--- src/rtl/frame_downloader_pkg.sv ---
// Shared types, command codes and PSRAM timing helpers for the frame
// uploader/downloader pair.
package frame_downloader_pkg;

    typedef logic [3:0] t_state;

    localparam t_state IDLE             = 4'd0;
    localparam t_state PUSH_FRAME_START = 4'd1;
    localparam t_state WAIT_BUFFER      = 4'd2;
    localparam t_state READ_REQ         = 4'd3;
    localparam t_state READ_DATA        = 4'd4;
    localparam t_state GAP              = 4'd5;
    localparam t_state PUSH_ROW_READY   = 4'd6;
    localparam t_state PUSH_FRAME_END   = 4'd7;
    localparam t_state DONE             = 4'd8;

    localparam logic [1:0] CMD_FRAME_START = 2'd1;
    localparam logic [1:0] CMD_ROW         = 2'd2;
    localparam logic [1:0] CMD_FRAME_END   = 2'd3;

    // Idle cycles the PSRAM controller needs between two burst commands.
    function automatic int burst_delay(input int burst_bytes);
        return (burst_bytes / 8 < 1) ? 1 : burst_bytes / 8;
    endfunction

endpackage

--- src/rtl/frame_downloader_read_burst.sv ---
// Burst-read handshake: holds read_rq/read_addr, counts the words of the
// granted burst and times the mandatory idle gap after it.
module psram_read_burst
    import frame_downloader_pkg::*;
#(
    parameter int BURST_WORDS = 8,
    parameter int TCMD        = 4
) (
    input  logic        clk,
    input  logic        reset,
    input  logic        burst_go_i,
    input  logic [20:0] addr_i,
    input  logic        read_ack_i,
    input  logic        read_data_valid_i,
    output logic        read_rq_o,
    output logic [20:0] read_addr_o,
    output logic        word_valid_o,
    output logic        burst_done_o,
    output logic        gap_done_o
);

    localparam int CNT_W = $clog2(BURST_WORDS + 1);
    localparam int GAP_W = (TCMD < 1) ? 1 : $clog2(TCMD + 1);

    logic             rq_q, rq_d;
    logic [20:0]      addr_q, addr_d;
    logic             acked_q, acked_d;
    logic [CNT_W-1:0] cnt_q, cnt_d;
    logic [GAP_W-1:0] gap_q, gap_d;

    // Data words only count once the grant has been registered.
    assign word_valid_o = acked_q & read_data_valid_i;
    assign burst_done_o = word_valid_o && (cnt_q == CNT_W'(BURST_WORDS - 1));
    assign gap_done_o   = (gap_q == GAP_W'(TCMD));
    assign read_rq_o    = rq_q;
    assign read_addr_o  = addr_q;

    always_comb begin
        rq_d    = rq_q;
        addr_d  = addr_q;
        acked_d = acked_q;
        cnt_d   = cnt_q;
        gap_d   = gap_q;
        if (burst_go_i) begin
            rq_d    = 1'b1;
            addr_d  = addr_i;
            acked_d = 1'b0;
            cnt_d   = '0;
        end
        if (rq_q && !acked_q && read_ack_i) begin
            acked_d = 1'b1;
            cnt_d   = '0;
        end
        if (word_valid_o) begin
            cnt_d = cnt_q + 1'b1;
        end
        // Gap counter saturates so the frame FSM may linger waiting for ack low.
        if (burst_done_o) begin
            rq_d    = 1'b0;
            acked_d = 1'b0;
            cnt_d   = '0;
            gap_d   = '0;
        end else if (!gap_done_o) begin
            gap_d = gap_q + 1'b1;
        end
    end

    always_ff @(posedge clk) begin
        if (reset) begin
            rq_q    <= 1'b0;
            addr_q  <= '0;
            acked_q <= 1'b0;
            cnt_q   <= '0;
            gap_q   <= '0;
        end else begin
            rq_q    <= rq_d;
            addr_q  <= addr_d;
            acked_q <= acked_d;
            cnt_q   <= cnt_d;
            gap_q   <= gap_d;
        end
    end

endmodule

--- src/rtl/frame_downloader.sv ---
// Streams a stored RGB565 frame out of PSRAM row by row into a 32-bit row
// buffer, announcing frame start, row ready and frame end on a command queue.
module frame_downloader
    import frame_downloader_pkg::*;
#(
    parameter int MEMORY_BURST = 32,
    parameter int FRAME_WIDTH  = 640,
    parameter int FRAME_HEIGHT = 480,
    parameter int TCMD         = burst_delay(MEMORY_BURST)
) (
    input  logic        clk,
    input  logic        reset,
    input  logic        start,
    input  logic [20:0] base_addr,
    output logic        read_rq,
    output logic [20:0] read_addr,
    input  logic        read_ack,
    input  logic        read_data_valid,
    input  logic [31:0] read_data,
    output logic        line_wr_en,
    output logic [9:0]  line_wr_addr,
    output logic [31:0] line_wr_data,
    input  logic        buffer_free,
    output logic        cmd_wr_en,
    output logic [1:0]  cmd_data,
    input  logic        cmd_full,
    output logic        download_done
);

    localparam int BURST_WORDS = MEMORY_BURST / 4;
    localparam int ROW_WORDS   = FRAME_WIDTH / 2;
    localparam int ROW_W       = $clog2(FRAME_HEIGHT + 1);

    if ((FRAME_WIDTH % (MEMORY_BURST / 2)) != 0) begin : g_width_check
        $error("FRAME_WIDTH must be a multiple of MEMORY_BURST/2");
    end

    t_state           state_q, state_d;
    logic [20:0]      frame_addr_q, frame_addr_d;
    logic [ROW_W-1:0] row_q, row_d;
    logic [9:0]       word_q, word_d;
    logic             cmd_wr_en_q, cmd_wr_en_d;
    logic [1:0]       cmd_data_q, cmd_data_d;
    logic             line_wr_en_q;
    logic [9:0]       line_wr_addr_q;
    logic [31:0]      line_wr_data_q;
    logic             download_done_q;

    logic burst_go;
    logic word_valid;
    logic burst_done;
    logic gap_done;

    psram_read_burst #(
        .BURST_WORDS (BURST_WORDS),
        .TCMD        (TCMD)
    ) u_burst (
        .clk               (clk),
        .reset             (reset),
        .burst_go_i        (burst_go),
        .addr_i            (frame_addr_q),
        .read_ack_i        (read_ack),
        .read_data_valid_i (read_data_valid),
        .read_rq_o         (read_rq),
        .read_addr_o       (read_addr),
        .word_valid_o      (word_valid),
        .burst_done_o      (burst_done),
        .gap_done_o        (gap_done)
    );

    always_comb begin
        state_d      = state_q;
        frame_addr_d = frame_addr_q;
        row_d        = row_q;
        word_d       = word_q;
        burst_go     = 1'b0;
        cmd_wr_en_d  = 1'b0;
        cmd_data_d   = 2'd0;
        case (state_q)
            IDLE: begin
                if (start) begin
                    frame_addr_d = base_addr;
                    row_d        = '0;
                    state_d      = PUSH_FRAME_START;
                end
            end
            PUSH_FRAME_START: begin
                if (!cmd_full) begin
                    cmd_wr_en_d = 1'b1;
                    cmd_data_d  = CMD_FRAME_START;
                    state_d     = WAIT_BUFFER;
                end
            end
            WAIT_BUFFER: begin
                if (buffer_free) begin
                    word_d   = '0;
                    burst_go = 1'b1;
                    state_d  = READ_REQ;
                end
            end
            READ_REQ: begin
                if (read_ack) begin
                    state_d = READ_DATA;
                end
            end
            READ_DATA: begin
                if (word_valid) begin
                    word_d = word_q + 1'b1;
                end
                // Address is in 16-bit units, so one 32-byte burst steps by 16.
                if (burst_done) begin
                    frame_addr_d = frame_addr_q + 21'd16;
                    state_d      = GAP;
                end
            end
            GAP: begin
                if (gap_done) begin
                    if (word_q == 10'(ROW_WORDS)) begin
                        state_d = PUSH_ROW_READY;
                    end else if (!read_ack) begin
                        burst_go = 1'b1;
                        state_d  = READ_REQ;
                    end
                end
            end
            PUSH_ROW_READY: begin
                if (!cmd_full) begin
                    cmd_wr_en_d = 1'b1;
                    cmd_data_d  = CMD_ROW;
                    row_d       = row_q + 1'b1;
                    state_d     = (row_d == ROW_W'(FRAME_HEIGHT)) ? PUSH_FRAME_END : WAIT_BUFFER;
                end
            end
            PUSH_FRAME_END: begin
                if (!cmd_full) begin
                    cmd_wr_en_d = 1'b1;
                    cmd_data_d  = CMD_FRAME_END;
                    state_d     = DONE;
                end
            end
            DONE: begin
                state_d = IDLE;
            end
            default: begin
                state_d = IDLE;
            end
        endcase
    end

    always_ff @(posedge clk) begin
        if (reset) begin
            state_q         <= IDLE;
            frame_addr_q    <= '0;
            row_q           <= '0;
            word_q          <= '0;
            cmd_wr_en_q     <= 1'b0;
            cmd_data_q      <= 2'd0;
            line_wr_en_q    <= 1'b0;
            line_wr_addr_q  <= '0;
            line_wr_data_q  <= '0;
            download_done_q <= 1'b0;
        end else begin
            state_q         <= state_d;
            frame_addr_q    <= frame_addr_d;
            row_q           <= row_d;
            word_q          <= word_d;
            cmd_wr_en_q     <= cmd_wr_en_d;
            cmd_data_q      <= cmd_data_d;
            line_wr_en_q    <= word_valid;
            download_done_q <= (state_d == DONE);
            if (word_valid) begin
                line_wr_addr_q <= word_q;
                line_wr_data_q <= read_data;
            end
        end
    end

    assign cmd_wr_en     = cmd_wr_en_q;
    assign cmd_data      = cmd_data_q;
    assign line_wr_en    = line_wr_en_q;
    assign line_wr_addr  = line_wr_addr_q;
    assign line_wr_data  = line_wr_data_q;
    assign download_done = download_done_q;

endmodule
--- config.mk ---
export PLATFORM = sky130hd
export DESIGN_NAME = frame_downloader
export DESIGN_NICKNAME = d
export VERILOG_FILES = /design/src/rtl/frame_downloader_pkg.sv /design/src/rtl/frame_downloader_read_burst.sv /design/src/rtl/frame_downloader.sv
export SDC_FILE = /design/constraint.sdc
export NUM_CORES = 1
export LEC_CHECK = 0
export ABC_AREA = 0
export CORE_ASPECT_RATIO = 0.75
export CORE_MARGIN = 2
export CORE_UTILIZATION = 50
export CTS_BUF_LIST = sky130_fd_sc_hd__clkbuf_2
export DETAILED_ROUTE_END_ITERATION = 10
export PLACE_DENSITY = 0.81
export SYNTH_ARGS = -nofsm -noshare
export SYNTH_HDL_FRONTEND = slang
export SYNTH_SLANG_ARGS = --single-unit
--- constraint.sdc ---
create_clock -name clk -period 2.4 [get_ports clk]
set_input_delay 0.24 -clock clk [delete_from_list [all_inputs] [get_ports clk]]
set_output_delay 0.24 -clock clk [all_outputs]
set_load 0.03 [all_outputs]
# Yosys cells after proc, flatten, opt, wreduce, memory -nomap -nowiden
# Cells that the tools add are included.
# totals
word_cells	91
output_inout_bits	69
register_bits	121
# classes
n_bitwise	2
reduce_logical	16
n_mux	36
eq_ne	17
addsub	5
# op_table
cell	count
$mux W4	13
$mux W21	2
$pmux W21 S2	1
$pmux W4 S8	1
$add A21 B5 Y21 const B	1
$eq A4 B3 Y1 const B	5
$mux W10	2
$pmux W10 S2	1
$mux W9	2
$pmux W9 S2	1
$add A10 B1 Y10 const B	1
$eq A10 B9 Y1 const B	1
$add A9 B1 Y9 const B	1
$eq A9 B9 Y1 const B	1
$reduce_and A3 Y1	3
$eq A4 B2 Y1 const B	2
$mux W1	8
$ne A2 B2 Y1 const B	4
$reduce_bool A2 Y1	4
$pmux W2 S3	1
$add A4 B1 Y4 const B	1
$eq A4 B1 Y1 const B	1
$eq A4 B4 Y1 const B	1
$logic_not A4 Y1	1
other kinds (13)	17

# Logic depth before layout (Yosys ltp)
# Gate-level depths: netlist of run 1.
# depth
ltp_word	7
mapped_depth	8

# Cells and area by module
# A second synthesis of run 1 with hierarchy kept.
# hier_totals
cells_unflattened	608
area_unflattened_um2	5367.6
# modules_own_cells
module	cells_per_inst	area_per_inst_um2	n_inst
frame_downloader	489	4181.5	1
psram_read_burst	119	1186.1	1

# Least setup slack after synthesis of run 1
# OpenSTA, ideal clock, no wires.
# synth_path
path_type	reg-to-reg
startpoint	register frame_addr_q[4]
endpoint	register frame_addr_q[18]
setup_ns	0.112
required_ns	2.288
path_slack_ns	0.615
arrival_time_ns	1.673
n_path_buf	0
stages_incl_launch_ff	6
cell_sequence	dfxtp_1 ha_1 nand4_1 nor4_1 a311oi_1 a2111oi_1
# synth_between
elab_chain_cells	3
# synth_lines
item	line_no	source
start, declared	frame_downloader.sv:39	logic [20:0] frame_addr_q, frame_addr_d;
start signal, assigned	frame_downloader.sv:164	frame_addr_q <= frame_addr_d;
$add A21 B5 Y21	frame_downloader.sv:112	frame_addr_d = frame_addr_q + 21'd16;
$mux W21	frame_downloader.sv:111	if (burst_done) begin
$pmux W21 S2	frame_downloader.sv:79	case (state_q)
# No other way between the ends. The select of a mux whose other input is x is not followed.
# A chain may end at the register's enable or synchronous reset.

# Worst setup path in the final report of run 1
# layout_path
startpoint	register state_q[3]
endpoint	register row_q[3]
# layout_between
elab_chain_cells	3
# layout_lines
item	line_no	source
start, declared	frame_downloader.sv:38	t_state state_q, state_d;
start signal, assigned	frame_downloader.sv:163	state_q <= state_d;
$eq A4 B3 Y1 or $logic_not A4 Y1 (tied branches)	frame_downloader.sv:79	
$ne A2 B2 Y1 (no source line) or $reduce_bool A2 Y1 (tied branches)	n/a	
$reduce_and A3 Y1 (no source line)	n/a	
end signal, assigned	frame_downloader.sv:165	row_q <= row_d;
end, declared	frame_downloader.sv:40	logic [ROW_W-1:0] row_q, row_d;
# Parallel ways exist; a longest one is shown, timed or not.

==> reports/results.ini, run 1 <==
[placement]
postPlaceCellArea_sq_um = 6701
hpwl_mm = 9.891
placement.io_buffers = 128
finalWeightedCongestion = 0.8415

[power_and_ir_drop]
power-per-cell-area_nw_per_um2 = 541.5
static-leakage-power_nw = 2.545
power.share.combinational_pct = 11.4
power.ir.vdd_worst_uv = 479.7
total_power_w = 0.003746
switching_share_pct = 26.94
internal-power_w = 0.002737
seqPwrFrac_pct = 56.9
switching_power_total_w = 0.001009
clock_power_share_pct = 31.7

[clocking]
clk_path_buf_depth = 2
clk_latency_ns = 0.64
cts.clk_slew.worst_paths_ns = 0.17
clock_sink_count = 121
clockRootBuffer = clkbuf_2
cts_tree = done
cts_repair_resizes = 0
cts_htree_levels = 4
cts-buffers-inserted = 17

[die]
placement_rows = 32
core_footprint_sq_um = 10330
ioPinCount = 129
start_util_pct = 51.66
floorplan.die_area_sq_um = 11520
die_h_microns = 93.47
die_x_microns = 123.3

[synth]
synth_largest_area_cell = dfxtp_1
syn_area_per_cell_sq_um = 8.172
netlist_instances = 653
syn_nets = 720
synthTopCellsByArea = dfxtp_1, nand2_1, a21oi_1, nor2_1, mux2i_1
synth_sequential_area_ratio_pct = 45.39
ys_seq_elements = 121
synth.distinct_cells = 55
synth-warning-count = 0
ys_top_cells_by_count = nand2_1, dfxtp_1, a21oi_1, nor2_1, clkbuf_1
synth_enable_flop_cells = 0
synth_largest_type_area_fraction_pct = 45.39
yosys_most_used_dff = dfxtp_1
synthMostInstantiatedCell = nand2_1
synth_area_sq_um = 5336
asyncSetResetFlopFracSynth_pct = 0

[timing]
worst-slew-pin-transition_ns = 0.5499
report.final.slew_viol_count = 0
slew-limit-headroom_pct = 63.29
finalSetupViolations = 0
timing.final.crit_period_ns = 2.168
fin_setup_tns_ns = 0
achievable-frequency_ghz = 0.4612
fin_skew_ns = 0.02466
timing_hold_violations_final = 0
final_min_period_over_clock_period_pct = 90.34
grt_setup_unrepaired = false

[worst_hold_path]
hold_path_class = input pin to flip-flop
hold_end = line_wr_data[29]$_SDFFE_PP0P_
whs_path_depth = 3
worst_hold_startpoint = read_data[29]

[cells_and_area]
drive_gt1_share_pct = 7.908
register_area_sq_um = 2422
area_growth_pct = 29.64
fill_cells = 830
n_antenna_cell = 0
finalInstanceArea_sq_um = 6918
area_used_by_multi_input_combinational_logic_sq_um = 2653
finalNetCount = 839

[route]
totalWireLength_mm = 13.98
number_of_detailed_routing_iterations_run_before_antenna_repair = 6
iteration_0_drc_count_of_the_detailed_router = 526
drc = 0
drt-wirelength-per-cell_microns = 15.20
route.vias.total = 5184
antenna_left = 0
detail_route.vias_per_cell = 5.635

[critical_path]
reg2regPathDepth = 6
startpoint_type = flip-flop
timing.reg2reg.setup_slack_ns = 0.23
endpoint_of_the_worst_register_to_register_path = row_q[3]$_SDFFE_PP0P_
timing.critical_path.arrival_ns = 2.73
setup.worst_path.class = flip-flop to flip-flop
cp_max_fo = 12
critical_path_end_type = flip-flop
endpoint_required_time_on_the_critical_path_ns = 2.96
crit-reg2reg-launch = state_q[3]$_SDFF_PP0_

[global_routing]
grt.overflow.total = 0
grt_pass1_wl_mm = 22.58
initial_antenna_violation_count = 0
largest_net_degree_at_the_start_of_global_routing = 50
number_of_global_route_vias_before_repair = 4786
grtUsageTotal_pct = 24.61

[flow_run]
maxCapViolations = 0

[status]
status = finished, final reports clean

power groups by stage:
stage / registers [W] / clock network (W) / logic, W
after detailed placement: 0.00217 / 0 / 0.000416
after global routing: 0.00214 / 0.00129 / 0.000465
final: 0.00213 / 0.00119 / 0.000426
after global placement: 0.00217 / 0 / 0.000407
after floorplan: 0.00217 / 0 / 0.000227
after CTS: 0.00213 / 0.00121 / 0.000421
how the worst max path moves through the flow:
stage	startpoint	to	slack, ns	cells after the start
final	state_q[3]$_SDFF_PP0_	row_q[3]$_SDFFE_PP0P_	0.23	6
after global routing	state_q[3]$_SDFF_PP0_	frame_addr_q[16]$_SDFFE_PP0P_	0.06	6
after CTS	state_q[2]$_SDFF_PP0_	u_burst.read_addr_o[11]$_SDFFE_PP0P_	0.26	6
after detailed placement	state_q[2]$_SDFF_PP0_	u_burst.read_addr_o[11]$_SDFFE_PP0P_	0.29	6
after global placement	state_q[2]$_SDFF_PP0_	frame_addr_q[13]$_SDFFE_PP0P_	0.35	4
after floorplan	frame_addr_q[4]$_SDFFE_PP0P_	frame_addr_q[18]$_SDFFE_PP0P_	0.62	5
routing by layer:
metal | share of wire [%] | GRT usage [%] | vias to the layer above | routed length (microns)
li1 | - | - | 2507 | -
met1 | 44 | 32.43 | 2424 | 6099
met4 | 1.3 | 6.723 | 0 | 185
met3 | 9.5 | 7.988 | 22 | 1324
met2 | 46 | 38.69 | 231 | 6371
met5 | 0 | 0 | - | 0
logic make-up after synthesis:
family                   count (synthesis)  share of synthesized area [%]
AND/OR/NAND/NOR                        293                          26.28
AO/OA/AOI/OAI                          147                          16.39
flip-flops                             121                          45.39
buffers and inverters                   55                          4.900
multiplexers                            20                          3.751
XOR/XNOR                                10                          1.641
adder cells (fa/ha/maj)                  7                          1.641
worst max-delay path, stage by stage (launching register included):
cell      delay [ns]
dfxtp_1         0.70
nor2_1          0.15
and3_1          0.29
buf_4           0.19
nor2_1          0.41
a21oi_1         0.08
a211oi_1        0.28
placed cells by master, fill, tap and decap left out, types with 4 or more instances in the layout:
cell,synthesis,final
mux2i_1,20,20
a31oi_1,7,7
o21ai_0,25,25
xor2_1,9,9
clkinv_2,0,4
clkbuf_2,0,20
and2_1,6,6
a21oi_1,84,84
nor2_1,62,62
ha_1,7,7
or3_1,4,4
a211oi_1,7,7
buf_4,5,18
clkdlybuf4s50_1,0,127
nand4_1,12,12
nand4b_1,5,5
nor4_1,11,11
inv_1,8,8
nand2b_1,4,4
and3_1,6,6
nand2_1,130,130
dfxtp_1,121,121
nor3_1,7,7
nand3_1,19,19
nand3b_1,6,6
state kept, by name (all words and copies together), names as in the netlist:
signal,count
u_burst.read_rq_o,1
line_wr_data,32
download_done,1
cmd_data,2
line_wr_addr,10
u_burst.read_addr_o,21
cmd_wr_en,1
word_q,10
u_burst.gap_q,3
u_burst.cnt_q,4
row_q,9
line_wr_en,1
u_burst.acked_q,1
state_q,4
frame_addr_q,21
timing repair:
item                      4_1_cts  5_1_grt
buffers inserted                0        0
hold buffers                    1        0
hold endpoints to repair        4        0
metrics by stage:
| step | util [%] | setup WS, ns | std cells | hold slack, ns |
|---|---|---|---|---|
| 6_report | 66.97 | 0.2318 | 920 | 0.1217 |
| 5_1_grt | 66.97 | 0.06355 | 920 | 0.07160 |
| 4_1_cts | 66.97 | 0.2617 | 920 | 0.08097 |
| 3_5_place_dp | 64.87 | 0.2901 | 888 | 0.4474 |
| 3_3_place_gp | 64.87 | 0.3509 | 888 | 0.4411 |
| 2_1_floorplan | - | 0.6151 | 653 | 0.3760 |
layout make-up:
cell class	count	share of cell area, %
Timing Repair Buffer	147	20.76
Inverter	8	0.4341
Multi-Input combinational cell	477	38.34
Clock buffer	20	1.447
Clock inverter	11	1.537
Tap cell	136	2.460
Sequential cell	121	35.02
(Power assumes the default switching activity.)
==> run 2: changes to the inputs <==
--- a/config.mk
+++ b/config.mk
@@ -6,12 +6,14 @@
 export NUM_CORES = 1
 export LEC_CHECK = 0
 export ABC_AREA = 0
+export CELL_PAD_IN_SITES_DETAIL_PLACEMENT = 2
+export CELL_PAD_IN_SITES_GLOBAL_PLACEMENT = 2
 export CORE_ASPECT_RATIO = 0.75
 export CORE_MARGIN = 2
-export CORE_UTILIZATION = 50
+export CORE_UTILIZATION = 29
 export CTS_BUF_LIST = sky130_fd_sc_hd__clkbuf_2
 export DETAILED_ROUTE_END_ITERATION = 10
-export PLACE_DENSITY = 0.81
+export PLACE_DENSITY_LB_ADDON = 0.1
 export SYNTH_ARGS = -nofsm -noshare
 export SYNTH_HDL_FRONTEND = slang
 export SYNTH_SLANG_ARGS = --single-unit
==> reports/results.ini, run 2 (synthesized netlist as in run 1, its figures left out) <==
[timing]
final_min_period_over_clock_period_pct = 91.29  ; +0.95 points
worst-slew-pin-transition_ns = 0.6490  ; +0.09908 ns
finalSetupViolations = 0  ; unchanged
fin_skew_ns = 0.02863  ; +0.003968 ns
report.final.slew_viol_count = 0  ; unchanged
timing.final.crit_period_ns = 2.191  ; +0.02287 ns
fin_setup_tns_ns = 0  ; unchanged
achievable-frequency_ghz = 0.4564  ; -1.0%
slew-limit-headroom_pct = 56.28  ; -7.0 points
timing_hold_violations_final = 0  ; unchanged
grt_setup_unrepaired = false

[die]
floorplan.die_area_sq_um = 19510  ; +69%
placement_rows = 42  ; +31%
start_util_pct = 29.96  ; -22 points
ioPinCount = 129  ; unchanged
die_x_microns = 160.6  ; +30%
die_h_microns = 121.5  ; +30%
core_footprint_sq_um = 17810  ; +72%

[power_and_ir_drop]
power.ir.vdd_worst_uv = 270.0  ; -44%
power-per-cell-area_nw_per_um2 = 552.9  ; +2.1%
static-leakage-power_nw = 2.688  ; +5.6%

[placement]
hpwl_mm = 12.95  ; +31%
placement.io_buffers = 128  ; unchanged
finalWeightedCongestion = 0.7574  ; -10%

[critical_path]
cp_max_fo = 7  ; -5
timing.reg2reg.setup_slack_ns = 0.21  ; -0.02 ns
crit-reg2reg-launch = state_q[0]$_SDFF_PP0_
endpoint_of_the_worst_register_to_register_path = u_burst.read_addr_o[20]$_SDFFE_PP0P_
critical_path.cell_chain = or4bb_1 -> nor3_2 -> a21oi_4 -> buf_12 -> mux2i_1 -> nor2_1
critical_path_end_type = flip-flop
critical_path_s_largest_stage_delay_ns = 0.56  ; -0.14 ns
startpoint_type = flip-flop
endpoint_required_time_on_the_critical_path_ns = 2.97  ; about the same
reg2regPathDepth = 6  ; unchanged
timing.critical_path.arrival_ns = 2.76  ; +0.03 ns
crit_path_top_delay_cell = or4bb_1
setup.worst_path.class = flip-flop to flip-flop

[global_routing]
initial_antenna_violation_count = 0  ; unchanged
number_of_global_route_vias_before_repair = 5719  ; +19%
largest_net_degree_at_the_start_of_global_routing = 52  ; +4.0%
grt.overflow.total = 0  ; unchanged
grt_pass1_wl_mm = 30.48  ; +35%
grtUsageTotal_pct = 19.86  ; -4.8 points

[route]
totalWireLength_mm = 18.81  ; +35%
number_of_detailed_routing_iterations_run_before_antenna_repair = 4  ; -2
drt-wirelength-per-cell_microns = 17.93  ; +18%
antenna_left = 0  ; unchanged
iteration_0_drc_count_of_the_detailed_router = 184  ; -65%
detail_route.vias_per_cell = 5.044  ; -10%
drc = 0  ; unchanged
route.vias.total = 5291  ; +2.1%

[clocking]
clk_latency_ns = 0.70  ; +0.06 ns
cts.clk_slew.worst_paths_ns = 0.19  ; +0.02 ns
clock_sink_count = 121  ; unchanged
cts_tree = done
clockRootBuffer = clkbuf_2
cts_htree_levels = 4  ; unchanged
clk_path_buf_depth = 2  ; unchanged
cts-buffers-inserted = 17  ; unchanged

[status]
status = finished, final reports clean

[worst_hold_path]
worst_hold_startpoint = base_addr[3]
hold_end = frame_addr_q[3]$_SDFFE_PP0P_
hold_path_class = input pin to flip-flop
whs_path_depth = 3  ; unchanged

[cells_and_area]
finalNetCount = 862  ; +2.7%
final_common_cell = nand2_1
largest_reg_flops = 32  ; unchanged
fin_util_pct = 41.09  ; -26 points
drive_gt1_share_pct = 9.789  ; +1.9 points
n_antenna_cell = 0  ; unchanged
area_growth_pct = 37.19
layout.cells.most_common_list = nand2_1, clkdlybuf4s50_1, dfxtp_1

[flow_run]
maxCapViolations = 0  ; unchanged

## run 2: area by class of cell
class	instances	area, sq um
timing repair buffer	169	1642
tap	242	302.8
clock inverter	12	156.4
multi-input combinational	478	2671
clock buffer	19	95.09
fill	2001	10490
inverter	8	30.03
sequential	121	2424
## run 2: worst max path at each step
| stage | from | end | slack (ns) | cells past startpoint |
|---|---|---|---|---|
| 2_1_floorplan | frame_addr_q[4]$_SDFFE_PP0P_ | frame_addr_q[18]$_SDFFE_PP0P_ | 0.62 | 5 |
| 3_3_place_gp | word_q[0]$_SDFFE_PP0P_ | u_burst.cnt_q[2]$_SDFFE_PP0P_ | 0.01 | 7 |
| 3_5_place_dp | word_q[0]$_SDFFE_PP0P_ | u_burst.cnt_q[2]$_SDFFE_PP0P_ | -0.15 | 7 |
| 4_1_cts | state_q[2]$_SDFF_PP0_ | u_burst.read_addr_o[19]$_SDFFE_PP0P_ | 0.04 | 5 |
| 5_1_grt | word_q[0]$_SDFFE_PP0P_ | u_burst.read_addr_o[8]$_SDFFE_PP0P_ | 0.004 | 7 |
| 6_report | state_q[0]$_SDFF_PP0_ | u_burst.read_addr_o[20]$_SDFFE_PP0P_ | 0.21 | 6 |
## run 2: critical path: cells and delay by family, from the launching register on
family          cells  cell delay (ns)
simple gates        3             1.11
flops               1             0.47
buf+inv             1             0.19
compound gates      1             0.17
mux                 1             0.14
## run 2: metal layers
layer | share of wire (%) | vias to the layer above | global-route usage (%)
met5 | 0 | - | 0
met4 | 1.1 | 0 | 5.180
met1 | 46 | 2616 | 24.97
met2 | 46 | 104 | 31.98
met3 | 6.7 | 14 | 7.656
li1 | - | 2557 | -
## run 2: metrics by stage
step	cells	setup slack, ns	cell area [sq um]	hold WS, ns	total power, W
after floorplan	653	0.6151	5336	0.3760	0.002394
after global routing	1049	0.003972	7321	0.001153	0.004261
after CTS	1045	0.04386	7279	0.002783	0.004109
after detailed placement	1008	-0.1481	6942	0.4544	0.002635
after global placement	1008	0.01150	6942	0.4418	0.002612
final	1049	0.2089	7321	0.07328	0.004048
## run 2: power by group
part           leakage (nW)  switching, W  internal [W]
Clock                 0.151      0.000772      0.000667
Combinational          1.56      0.000250      0.000229
Sequential            0.980     0.0000637       0.00207
## run 2: timing repair
item	in CTS	in global routing
gates resized for setup	1	1
pin swaps	1	1
setup endpoints to repair	22	14
hold endpoints to repair	33	4
cloned	1	0
hold buffers	3	4
setup buffers	2	0
==> run 3: changes to the inputs <==
--- a/config.mk
+++ b/config.mk
@@ -5,13 +5,14 @@
 export SDC_FILE = /design/constraint.sdc
 export NUM_CORES = 1
 export LEC_CHECK = 0
-export ABC_AREA = 0
+export ABC_AREA = 1
 export CELL_PAD_IN_SITES_DETAIL_PLACEMENT = 2
 export CELL_PAD_IN_SITES_GLOBAL_PLACEMENT = 2
 export CORE_ASPECT_RATIO = 0.75
 export CORE_MARGIN = 2
-export CORE_UTILIZATION = 29
+export CORE_UTILIZATION = 28
 export CTS_BUF_LIST = sky130_fd_sc_hd__clkbuf_2
+export CTS_CLUSTER_DIAMETER = 50
 export DETAILED_ROUTE_END_ITERATION = 10
 export PLACE_DENSITY_LB_ADDON = 0.1
 export SYNTH_ARGS = -nofsm -noshare
==> reports/results.ini, run 3 <==
[synth]
synthMostInstantiatedCell = nor2_1
synth_largest_type_area_fraction_pct = 45.96  ; +0.57 points
synth_largest_area_cell = dfxtp_1
ys_top_cells_by_count = nor2_1, dfxtp_1, nand2_1, o21ai_0, a21oi_1
synth_area_sq_um = 5270  ; -1.2%
synth-warning-count = 0  ; unchanged
synth_sequential_area_ratio_pct = 45.96  ; +0.57 points
synth_enable_flop_cells = 0  ; unchanged
asyncSetResetFlopFracSynth_pct = 0  ; unchanged
syn_area_per_cell_sq_um = 7.160  ; -12%
netlist_instances = 736  ; +13%
synthTopCellsByArea = dfxtp_1, nor2_1, nand2_1, o21ai_0, a21oi_1
synth.distinct_cells = 39  ; -29%
yosys_most_used_dff = dfxtp_1
syn_nets = 803  ; +12%
ys_seq_elements = 121  ; unchanged

[clocking]
postCtsHoldBufs = 0  ; -3
cts-buffers-inserted = 17  ; unchanged
cts_repair_resizes = 0  ; -1
cts.clk_slew.worst_paths_ns = 0.21  ; +0.02 ns
clock_sink_count = 121  ; unchanged
cts_htree_levels = 4  ; unchanged
clk_path_buf_depth = 2  ; unchanged
postCtsSetupRepairBufs = 0  ; -2
clockRootBuffer = clkbuf_2
cts_tree = done
clk_latency_ns = 0.69  ; about the same

[global_routing]
grtUsageTotal_pct = 20.69  ; +0.84 points
grt_pass1_wl_mm = 31.94  ; +4.8%
grt.overflow.total = 0  ; unchanged
number_of_global_route_vias_before_repair = 5931  ; +3.7%
initial_antenna_violation_count = 0  ; unchanged
largest_net_degree_at_the_start_of_global_routing = 58  ; +12%

[power_and_ir_drop]
switching_share_pct = 29.33  ; +2.5 points
seqPwrFrac_pct = 49.1  ; -3.5 points
switching_power_total_w = 0.001305  ; +20%
power-per-cell-area_nw_per_um2 = 625.6  ; +13%
power.ir.vdd_worst_uv = 245.0  ; -9.3%
total_power_w = 0.004448  ; +9.9%
internal-power_w = 0.003143  ; +6.1%
static-leakage-power_nw = 2.722  ; +1.3%
clock_power_share_pct = 37.3  ; +1.7 points
power.share.combinational_pct = 13.6  ; +1.8 points

[timing]
slew-limit-headroom_pct = 65.23  ; +9.0 points
report.final.slew_viol_count = 0  ; unchanged
grt_setup_unrepaired = false
fin_skew_ns = 0.03588  ; +0.007254 ns
worst-slew-pin-transition_ns = 0.5160  ; -0.1329 ns
achievable-frequency_ghz = 0.4780  ; +4.7%
fin_setup_tns_ns = 0  ; unchanged
finalSetupViolations = 0  ; unchanged
timing_hold_violations_final = 0  ; unchanged
final_min_period_over_clock_period_pct = 87.16  ; -4.1 points
timing.final.crit_period_ns = 2.092  ; -0.09922 ns

[worst_hold_path]
hold_path_class = input pin to flip-flop

[die]
die_h_microns = 122.8  ; +1.1%
start_util_pct = 28.56  ; -1.4 points
core_footprint_sq_um = 18450  ; +3.6%
placement_rows = 43  ; +2.4%
die_x_microns = 162.4  ; +1.1%
ioPinCount = 129  ; unchanged
floorplan.die_area_sq_um = 19950  ; +2.2%

[cells_and_area]
area_growth_pct = 34.90
layout.cells.most_common_list = nor2_1, clkdlybuf4s50_1, dfxtp_1
final_common_cell = nor2_1
drive_gt1_share_pct = 7.192  ; -2.6 points
largest_reg_flops = 32  ; unchanged
finalNetCount = 930  ; +7.9%
n_antenna_cell = 0  ; unchanged

[placement]
finalWeightedCongestion = 0.8247  ; +8.9%
hpwl_mm = 14.74  ; +14%
placement.io_buffers = 128  ; unchanged

[route]
drc = 0  ; unchanged
route.vias.total = 5492  ; +3.8%
antenna_left = 0  ; unchanged
detail_route.vias_per_cell = 4.890  ; -3.0%
number_of_detailed_routing_iterations_run_before_antenna_repair = 4  ; unchanged
iteration_0_drc_count_of_the_detailed_router = 242  ; +32%
drt-wirelength-per-cell_microns = 17.70  ; -1.3%
totalWireLength_mm = 19.88  ; +5.7%

[critical_path]
endpoint_required_time_on_the_critical_path_ns = 2.99  ; +0.02 ns
timing.critical_path.arrival_ns = 2.68  ; -0.08 ns
cp_max_fo = 21  ; +14
critical_path_end_type = flip-flop
startpoint_type = flip-flop
setup.worst_path.class = flip-flop to flip-flop

[status]
status = finished, final reports clean

[flow_run]
maxCapViolations = 0  ; unchanged

run 3: changes by cell type in the layout (fill, tap and decap cells not counted), sizes merged, moves of 7 or more:
| cell | previous run | this run |
|---|---|---|
| a21oi | 86 | 61 |
| mux2i | 20 | 0 |
| nand3 | 19 | 40 |
| o21ai | 25 | 89 |
| buf | 35 | 10 |
| dlygate4sd3 | 7 | 0 |
| nor4 | 11 | 1 |
| inv | 8 | 55 |
| nor2 | 65 | 162 |
run 3: area by class of cell:
| cell class | count | area (sq um) |
|---|---|---|
| clock buffers | 17 | 85.08 |
| clock inverters | 15 | 221.5 |
| fillers | 2177 | 11340 |
| inverters | 53 | 198.9 |
| multi-input cells | 532 | 2504 |
| flip-flops and latches | 121 | 2422 |
| well taps | 247 | 309.0 |
| repair buffers | 138 | 1369 |
run 3: metal layers:
layer	track usage (%)	vias to the layer above	routed length [microns]
met5	0	-	0
met4	4.867	0	252
met3	4.934	13	837
met2	34.39	107	9103
met1	27.34	2697	9688
li1	-	2675	-
run 3: cell families after synthesis:
group / after synthesis / share of synthesized area, %
AND/OR/NAND/NOR: 354 / 28.47
AO/OA/AOI/OAI: 165 / 16.38
flip-flops: 121 / 45.96
buffers and inverters: 83 / 6.529
adder cells (fa/ha/maj): 7 / 1.662
XOR/XNOR: 6 / 0.9973
run 3: power by group through the flow:
| stage | combinational, W | clock, W | sequential [W] |
|---|---|---|---|
| after global routing | 0.000670 | 0.00182 | 0.00220 |
| after CTS | 0.000614 | 0.00171 | 0.00219 |
| after detailed placement | 0.000609 | 0 | 0.00223 |
| after global placement | 0.000580 | 0 | 0.00222 |
| final | 0.000606 | 0.00166 | 0.00218 |
| after floorplan | 0.000279 | 0 | 0.00225 |
run 3: path summary, 6_finish.rpt:
check	slack, ns	start	depth (start not counted)	to
max	0.31	word_q[0]$_SDFFE_PP0P_	10	u_burst.read_addr_o[13]$_SDFFE_PP0P_
max reg2reg	0.31	word_q[0]$_SDFFE_PP0P_	10	u_burst.read_addr_o[13]$_SDFFE_PP0P_
min	0.11	base_addr[0]	3	frame_addr_q[0]$_SDFFE_PP0P_
min reg2reg	0.49	frame_addr_q[2]$_SDFFE_PP0P_	2	frame_addr_q[2]$_SDFFE_PP0P_
run 3: through the flow:
stage	cell area (sq um)	cells	setup slack (ns)	hold slack (ns)	utilization [%]
floorplan	5270	736	0.9155	0.3820	-
global placement	6803	1091	0.3997	0.4556	36.86
detailed placement	6803	1091	0.3371	0.4674	36.86
CTS	7109	1123	0.2752	0.05149	38.52
global route	7109	1123	0.05563	0.02304	38.52
finish	7109	1123	0.3082	0.1095	38.52
run 3: worst max-delay path: stages, from the launching register on:
cell and delay, ns:
dfxtp_1 0.37, inv_1 0.13, ha_1 0.16, nand2_1 0.05, nor2_1 0.15, nand4_1 0.32
nand3_2 0.22, nand2_2 0.10, buf_4 0.22, o21ai_0 0.22, nor2_1 0.06
